### src/rtl/shift_right_seq.sv
// Multi-cycle right shifter (logical/arithmetic), one bit per clock, start/busy/done handshake.
// Optional rotate-right mode is elaborated only when SHIFT_ROTATE_EN is defined.
module shift_right_seq #(
   parameter int bus = 4
) (
   input  logic           clk,
   input  logic           rst,
   input  logic           start,
   input  logic [bus-1:0] a,
   input  logic [bus-1:0] b,
   input  logic           arith,
`ifdef SHIFT_ROTATE_EN
   input  logic           rot,
`endif
   output logic [bus-1:0] y,
   output logic           busy,
   output logic           done
);

   localparam int CW = $clog2(bus + 1);
   localparam logic [bus:0]   BUS_EXT = (bus + 1)'(bus);
   localparam logic [CW-1:0]  BUS_CNT = CW'(bus);
`ifdef SHIFT_ROTATE_EN
   localparam logic [bus-1:0] BUS_MOD = bus'(bus);
`endif

   typedef enum logic [1:0] {
      IDLE  = 2'd0,
      SHIFT = 2'd1,
      DONE  = 2'd2
   } state_t;

   state_t         state_q, state_d;
   logic [bus-1:0] sreg_q, sreg_d;
   logic [bus-1:0] y_q, y_d;
   logic [CW-1:0]  cnt_q, cnt_d;
   logic           fill_q, fill_d;
   logic [CW-1:0]  amt;
   logic           in_bit;
`ifdef SHIFT_ROTATE_EN
   logic           rot_q, rot_d;
`endif

   // Shift amounts beyond the width would only repeat fill bits, so clamp them.
   always_comb begin
      amt = ({1'b0, b} > BUS_EXT) ? BUS_CNT : b[CW-1:0];
`ifdef SHIFT_ROTATE_EN
      if (rot) begin
         amt = CW'(b % BUS_MOD);
      end
`endif
   end

   always_comb begin
      in_bit = fill_q;
`ifdef SHIFT_ROTATE_EN
      if (rot_q) begin
         in_bit = sreg_q[0];
      end
`endif
   end

   always_comb begin
      state_d = state_q;
      sreg_d  = sreg_q;
      y_d     = y_q;
      cnt_d   = cnt_q;
      fill_d  = fill_q;
`ifdef SHIFT_ROTATE_EN
      rot_d   = rot_q;
`endif
      case (state_q)
         IDLE: begin
            if (start) begin
               sreg_d  = a;
               fill_d  = arith & a[bus-1];
               cnt_d   = amt;
`ifdef SHIFT_ROTATE_EN
               rot_d   = rot;
`endif
               state_d = SHIFT;
            end
         end
         SHIFT: begin
            if (cnt_q != '0) begin
               sreg_d = {in_bit, sreg_q[bus-1:1]};
               cnt_d  = cnt_q - 1'b1;
            end else begin
               y_d     = sreg_q;
               state_d = DONE;
            end
         end
         DONE: begin
            state_d = IDLE;
         end
         default: begin
            state_d = IDLE;
         end
      endcase
   end

   always_ff @(posedge clk or posedge rst) begin
      if (rst) begin
         state_q <= IDLE;
         sreg_q  <= '0;
         y_q     <= '0;
         cnt_q   <= '0;
         fill_q  <= 1'b0;
`ifdef SHIFT_ROTATE_EN
         rot_q   <= 1'b0;
`endif
      end else begin
         state_q <= state_d;
         sreg_q  <= sreg_d;
         y_q     <= y_d;
         cnt_q   <= cnt_d;
         fill_q  <= fill_d;
`ifdef SHIFT_ROTATE_EN
         rot_q   <= rot_d;
`endif
      end
   end

   assign y    = y_q;
   assign busy = (state_q != IDLE);
   assign done = (state_q == DONE);

endmodule

### config.mk
export PLATFORM = sky130hd
export DESIGN_NAME = shift_right_seq
export DESIGN_NICKNAME = d
export VERILOG_FILES = /design/src/rtl/shift_right_seq.sv
export SDC_FILE = /design/constraint.sdc
export NUM_CORES = 1
export LEC_CHECK = 0
export ABC_AREA = 1
export CAP_MARGIN = 30
export CORE_UTILIZATION = 35
export CTS_BUF_LIST = sky130_fd_sc_hd__clkbuf_8
export DETAILED_ROUTE_END_ITERATION = 10
export PLACE_DENSITY = 0.58
export SYNTH_ARGS = -nofsm -noshare
export SYNTH_HDL_FRONTEND = slang
export SYNTH_SLANG_ARGS = --single-unit
### constraint.sdc
create_clock -name clk -period 1.8 [get_ports clk]
set_input_delay 0.18 -clock clk [delete_from_list [all_inputs] [get_ports clk]]
set_output_delay 0.18 -clock clk [all_outputs]
set_load 0.005 [all_outputs]
==> results of run 1 <==
-- area by class of cell --
type	count	share of cell area (%)
Clock buffer	4	5.493
Inverter	16	5.993
Multi-Input combinational cell	59	33.21
Sequential cell	14	34.96
Tap cell	27	3.371
Timing Repair Buffer	17	16.98
-- routing by layer --
| layer | vias to the layer above | wire, um | track usage (%) |
|---|---|---|---|
| met4 | 0 | 0 | 5.882 |
| met2 | 6 | 659 | 21.30 |
| li1 | 316 | - | - |
| met5 | - | 0 | 0 |
| met3 | 0 | 31 | 2.830 |
| met1 | 265 | 668 | 18.85 |
-- placed cells by master, fill, tap and decap left out --
master,netlist,final
sky130_fd_sc_hd__o21ai_2,5,5
sky130_fd_sc_hd__ha_1,2,2
sky130_fd_sc_hd__nand3_1,2,2
sky130_fd_sc_hd__nand2_2,6,6
sky130_fd_sc_hd__nor2_1,6,6
sky130_fd_sc_hd__inv_1,15,15
sky130_fd_sc_hd__dfrtp_1,14,14
sky130_fd_sc_hd__o21ai_0,12,12
sky130_fd_sc_hd__nor2_8,1,1
sky130_fd_sc_hd__inv_2,1,1
sky130_fd_sc_hd__nand2_1,22,22
sky130_fd_sc_hd__nand2_4,1,1
sky130_fd_sc_hd__nand3_2,2,2
sky130_fd_sc_hd__clkbuf_8,0,4
sky130_fd_sc_hd__clkdlybuf4s50_1,0,17
-- power by group --
group          leakage [nW]  internal [mW]  switching [mW]
Clock                0.0288          0.194           0.119
Combinational         0.285          0.371           0.530
Sequential            0.176          0.462          0.0757
-- cell usage after synthesis --
| cell | instances |
|---|---|
| sky130_fd_sc_hd__nor2_8 | 1 |
| sky130_fd_sc_hd__ha_1 | 2 |
| sky130_fd_sc_hd__nor2_1 | 6 |
| sky130_fd_sc_hd__inv_1 | 15 |
| sky130_fd_sc_hd__nand2_1 | 22 |
| sky130_fd_sc_hd__o21ai_0 | 12 |
| sky130_fd_sc_hd__dfrtp_1 | 14 |
| sky130_fd_sc_hd__nand3_1 | 2 |
| sky130_fd_sc_hd__nand2_2 | 6 |
| sky130_fd_sc_hd__o21ai_2 | 5 |
| sky130_fd_sc_hd__nand2_4 | 1 |
| sky130_fd_sc_hd__buf_12 | 1 |
| sky130_fd_sc_hd__nand3_2 | 2 |
| sky130_fd_sc_hd__inv_2 | 1 |
-- registers in the layout, indices dropped and copies added (netlist names) --
signal	cells
cnt_q	3
fill_q	1
sreg_q	4
state_q	2
y	4
-- worst max-delay path, cell delays in order, from the launching register on --
cell	delay, ns
sky130_fd_sc_hd__dfrtp_1	0.46
sky130_fd_sc_hd__inv_1	0.10
sky130_fd_sc_hd__nor2_1	0.10
sky130_fd_sc_hd__clkdlybuf4s50_1	0.50
-- stage by stage --
stage	hold slack, ns	power [mW]	util, %	area, um2
after global placement	0.4692	1.442	47.31	947.2
after floorplan	0.06922	1.274	-	763.2
after global routing	0.3496	1.929	50.06	1002
final	0.2727	1.752	50.06	1002
after detailed placement	0.4761	1.462	47.31	947.2
after CTS	0.2994	1.780	50.06	1002
-- final timing paths --
kind	startpoint	end	slack (ns)	cells after the start
worst min-delay path	rst	y[2]	0.27	2
worst min register to register	y[1]	y[1]	0.49	2
worst max-delay path	state_q[1]	done	0.22	3
max in group asynchronous	rst	cnt_q[1]	1.18	2
worst max register to register	cnt_q[0]	cnt_q[2]	0.49	8
min in group clk	y[1]	y[1]	0.49	2
-- cell families after synthesis --
kind of cell,Yosys count
flops,14
compound gates,17
buf+inv,17
fa+ha+maj,2
simple gates,40
==> results.md, run 1 <==
- Clock latency at the later pin of the worst-skew pair: about 0.24 ns
- Area contributors post-synth: sky130_fd_sc_hd__dfrtp_1 (46%), sky130_fd_sc_hd__nand2_1 (11%), sky130_fd_sc_hd__o21ai_0 (7.9%)
- Relative area change from synthesis to final layout: 31.31%
- Overflow after GRT: 0
- Data required time of the critical path: between 1.5 and 2 ns
- Final antenna diode count: 0
- Largest family of logic cells by synthesized area: simple AND/OR/NAND/NOR gates
- Multi-input combinational cell area: around 330 um2
- Cts repair resizes: 0
- WP data arrival: about 1.4 ns
- Critical path class: reg2out
- Overall die area: roughly 0.0024 mm2
- Number of nets with antenna violations after routing: 0
- Clock edge transition at the registers on the reported setup and hold paths: about 0.060 ns
- Number of nets in the finished design: approximately 130
- Number of buffers inserted to repair setup after CTS: 0
- Overall die height: a little under 50 um
- Final Skew: 0.0009611 ns
- Worst-case setup slack after placement: 0.4764 ns
- Total of warnings raised by yosys: 0
- Post-Synth Simple-Gate Area: 26.72%
- Fraction of post-synthesis cell area in the top cell type by area: approximately 46%
- Cell area after synthesis: approximately 760 um2
- Global routing usage summed across all routing layers: 13.87%
- Max VDD drop: between 0.7 and 0.8 mV
- Leakage power: roughly 0.49 nW
- Largest area contributor in the netlist: sky130_fd_sc_hd__dfrtp_1
- Average wire per standard cell: just under 10 um
- Number of sinks handled by clock tree synthesis: 14
- Post-synth net total: roughly 100
- Hold Violations, Final: 0
- Number of buffers inserted for hold repair after clock tree synthesis: 0
- Max-slew headroom: 65.15%
- Total power density per cell area: between 1500 and 2000 mW/mm2
- Time the worst path needs with I/O delays and setup: 1.576 ns
- Max capacitance violation total: 0
- Number of search-and-repair iterations in the first detailed-routing pass: 2
- Initial core utilization: a little under two fifths
- Max Transition Viols Final: 0
- Clock tree from TritonCTS: done
- Via density per instance: between 4 and 5
- Final count of negative-setup-slack endpoints: 0
- Total wire length after detailed routing: 1.359 mm
- Type of destination of the critical path: output port
- Sum Neg Setup Slack: 0 ns
- Total of flip-flops plus latches after synthesis: 14
- Maximum number of pins on one net before global-route repair: 16
- Mean instance size in the synthesized netlist: roughly 8.5 um2
- Worst setup margin: 0.2238 ns
- Root Buffer: sky130_fd_sc_hd__clkbuf_8
- Status: finished, final reports clean
- Period utilisation layout: 87.56%
- Setup repair after global routing missed its margin: false
- Buffer depth of the longest clock path: 2
- Count of placed standard cells in the final layout, fillers left out: between 100 and 150
- Worst slew pin tran: 0.5222 ns
- Via count: 587
- Number of fillers in the final layout: 203
- Boundary pin count: 18
- Largest fanout on the critical path: 3
- Type of the most critical hold path: in2async
- Fraction of the mapped netlist area in adder cells: under 10%
- Core Rows: 16
- Antenna violations before repair: 0
- Detailed-route DRC error count: 0
- Count of cell types in the netlist: 14
- Width of the die: about 49 um
- Sequential cell area in the final layout: ~350 um2
- Half-perimeter wire length after placement: ~1.0 mm
- Port-buffer cells: 17
- Dpl cells: 133
- Compound-cell area share of the yosys netlist: between 10% and 20%
- Proportion of synthesized area in mux cells: 0%
- Share of post-route cells with drive strength above 1: 18.18%
- First-pass GRT wire length: 2.573 mm
- Sequential element share of the synthesized area: ~46%
- Core area: roughly 0.002 mm2
- Gate count of the mapped netlist: 90
- Startpoint Class: flip-flop
- Clock buffer count from CTS: 3
- Placer congestion estimate: slightly above 0.7
- Vias in the first global route: 600
- Xor-xnor portion of the synthesized cell area: 0%
- Max H-tree Level: 1
- Fmax: about 630 MHz
- Drt first-iter violations: 10
(Power assumes the default switching activity.)
==> run 2, diff against run 1 <==
--- a/config.mk
+++ b/config.mk
@@ -7,10 +7,10 @@
 export LEC_CHECK = 0
 export ABC_AREA = 1
 export CAP_MARGIN = 30
-export CORE_UTILIZATION = 35
+export CORE_UTILIZATION = 33
 export CTS_BUF_LIST = sky130_fd_sc_hd__clkbuf_8
 export DETAILED_ROUTE_END_ITERATION = 10
-export PLACE_DENSITY = 0.58
+export PLACE_DENSITY = 0.55
 export SYNTH_ARGS = -nofsm -noshare
 export SYNTH_HDL_FRONTEND = slang
 export SYNTH_SLANG_ARGS = --single-unit
==> run 2 against run 1 <==
Fmax is 0.42% higher. Critical path depth did not move. Clock power barely moved. Critical path type unchanged. Cell count up 0.73%. Non-clock buffer count stayed put.
==> results.md, run 2 (same netlist as run 1, synthesis figures left out) <==
- Status: finished, final reports clean
- Startpoint Class: flip-flop
- Dpl cells: approximately 130
- Half-perimeter wire length after placement: about 1.0 mm
- Total power density per cell area: 1750 mW/mm2
- Worst slew pin tran: 0.5350 ns
- Worst setup margin: approximately 0.23 ns
- Max-slew headroom: between 60% and 70%
- Boundary pin count: 18
- Detailed-route DRC error count: 0
- Antenna violations before repair: 0
- Number of sinks handled by clock tree synthesis: 14
- Clock edge transition at the registers on the reported setup and hold paths: 0.06 ns
- Final Skew: 0.003195 ns
- Final Hold Slack: 0.2779 ns
- Final antenna diode count: 0
- Commonest non-fill, non-tap cell in the layout: sky130_fd_sc_hd__nand2_1
- Core Rows: 17
- Max VDD drop: 0.6898 mV
- Number of buffers inserted for hold repair after clock tree synthesis: 0
- Leakage power: ~0.49 nW
- Largest stage delay on the critical path: ~0.45 ns
- Slowest cell on the critical path: sky130_fd_sc_hd__dfrtp_1
- GRT met1 Usage: between 15 and 20%
- Placer congestion estimate: 0.7369
- Largest fanout on the critical path: 3
- Max capacitance violation total: 0
- Global-route layer with the greatest usage: met2
- Cell Chain, Critical Path: nor2_1 > inv_1 > clkdlybuf4s50_1
- Total wire length after detailed routing: 1.406 mm
- Type of the most critical hold path: in2async
- Width of the die: ~50 um
- Hold Violations, Final: 0
- Overall die height: around 50 um
- Sum Neg Setup Slack: 0 ns
- WP data arrival: between 1 and 1.5 ns
- Met3 Use GR: 2.778%
- Number of nets in the finished design: ~130
- Max H-tree Level: 1
- Via count: 607
- Post-route standard cell area excluding fillers: about 0.0010 mm2
- Period utilisation layout: 87.20%
- Root Buffer: sky130_fd_sc_hd__clkbuf_8
- Placed Instance Area: about 950 um2
- Data required time of the critical path: between 1.5 and 2 ns
- Core area: ~0.0022 mm2
- Share of post-route cells with drive strength above 1: between 15 and 20%
- Maximum number of pins on one net before global-route repair: 16
- Clock tree from TritonCTS: done
- Fmax: 637.1 MHz
- Clock latency at the later pin of the worst-skew pair: around 0.24 ns
- Count of placed standard cells in the final layout, fillers left out: ~140
- Overall die area: about 0.0025 mm2
- Final count of negative-setup-slack endpoints: 0
- Cts repair resizes: 0
- Met2 GRT Util: between 20% and 30%
- Final design utilization: a little under half
- Clock buffer count from CTS: 3
- Average wire per standard cell: between 10 and 15 um
- Setup repair after global routing missed its margin: false
- Number of search-and-repair iterations in the first detailed-routing pass: 5
- Highest-count cells in the layout ignoring fill and taps: sky130_fd_sc_hd__nand2_1 (22), sky130_fd_sc_hd__clkdlybuf4s50_1 (17), sky130_fd_sc_hd__inv_1 (15)
- Global routing usage summed across all routing layers: about 14%
- Overflow after GRT: 0
- Buffer depth of the longest clock path: 2
- Number of nets with antenna violations after routing: 0
- Port-buffer cells: 17
- Max Transition Viols Final: 0
- Via density per instance: around 4.4
- Worst-case setup slack after placement: just under 0.5 ns
- Type of destination of the critical path: output port
- Total power: 1.756 mW
- Relative area change from synthesis to final layout: 31.48%
- Critical path class: reg2out
- Vias in the first global route: a little over 600
- Number of buffers inserted to repair setup after CTS: 0
- Initial core utilization: a little over a third
- Drt first-iter violations: 8
- First-pass GRT wire length: between 2 and 3 mm
- Time the worst path needs with I/O delays and setup: roughly 1.6 ns
- Number of fillers in the final layout: 223
[run 2: cell counts in the layout (fill, tap and decap cells not counted)]
Identical to the previous run, type by type.
[run 2: worst max-delay path: cells and delay by family (launching register included)]
kind	cells	cell delay, ns
buffers and inverters	2	0.50
flip-flops	1	0.45
AND/OR/NAND/NOR	1	0.21
[run 2: final cells by class]
class                      instances  area, um2  share of cell area (%)
clock buffer                       4      55.05                   5.486
inverter                          16      60.06                   5.985
multi-input combinational         59      332.8                   33.17
sequential                        14      350.3                   34.91
tap                               28      35.03                   3.491
timing repair buffer              17      170.2                   16.96
[run 2: routing by layer]
layer	up-vias	wire length [um]
met5	-	0
met4	0	7
met3	2	44
met2	12	647
met1	271	706
li1	322	-
[run 2: final timing paths]
kind | slack (ns) | endpoint | cells after the start | start
max | 0.23 | busy | 3 | state_q[1]
min | 0.28 | state_q[0] | 2 | rst
max reg2reg | 0.50 | cnt_q[2] | 6 | state_q[1]
min reg2reg | 0.49 | y[3] | 2 | y[3]
max in group asynchronous | 1.17 | cnt_q[2] | 2 | rst
min in group clk | 0.49 | y[3] | 2 | y[3]
[run 2: where the power goes]
part	internal [mW]	switching, mW	leakage, nW
Combinational	0.370	0.535	0.285
Sequential	0.462	0.0763	0.176
Clock	0.194	0.119	0.0288
==> run 3, diff against run 2 <==
--- a/config.mk
+++ b/config.mk
@@ -14,3 +14,4 @@
 export SYNTH_ARGS = -nofsm -noshare
 export SYNTH_HDL_FRONTEND = slang
 export SYNTH_SLANG_ARGS = --single-unit
+export TNS_END_PERCENT = 5
==> results of run 3 <==
The final DEF is identical to that of run 2; final timing and power are the same.
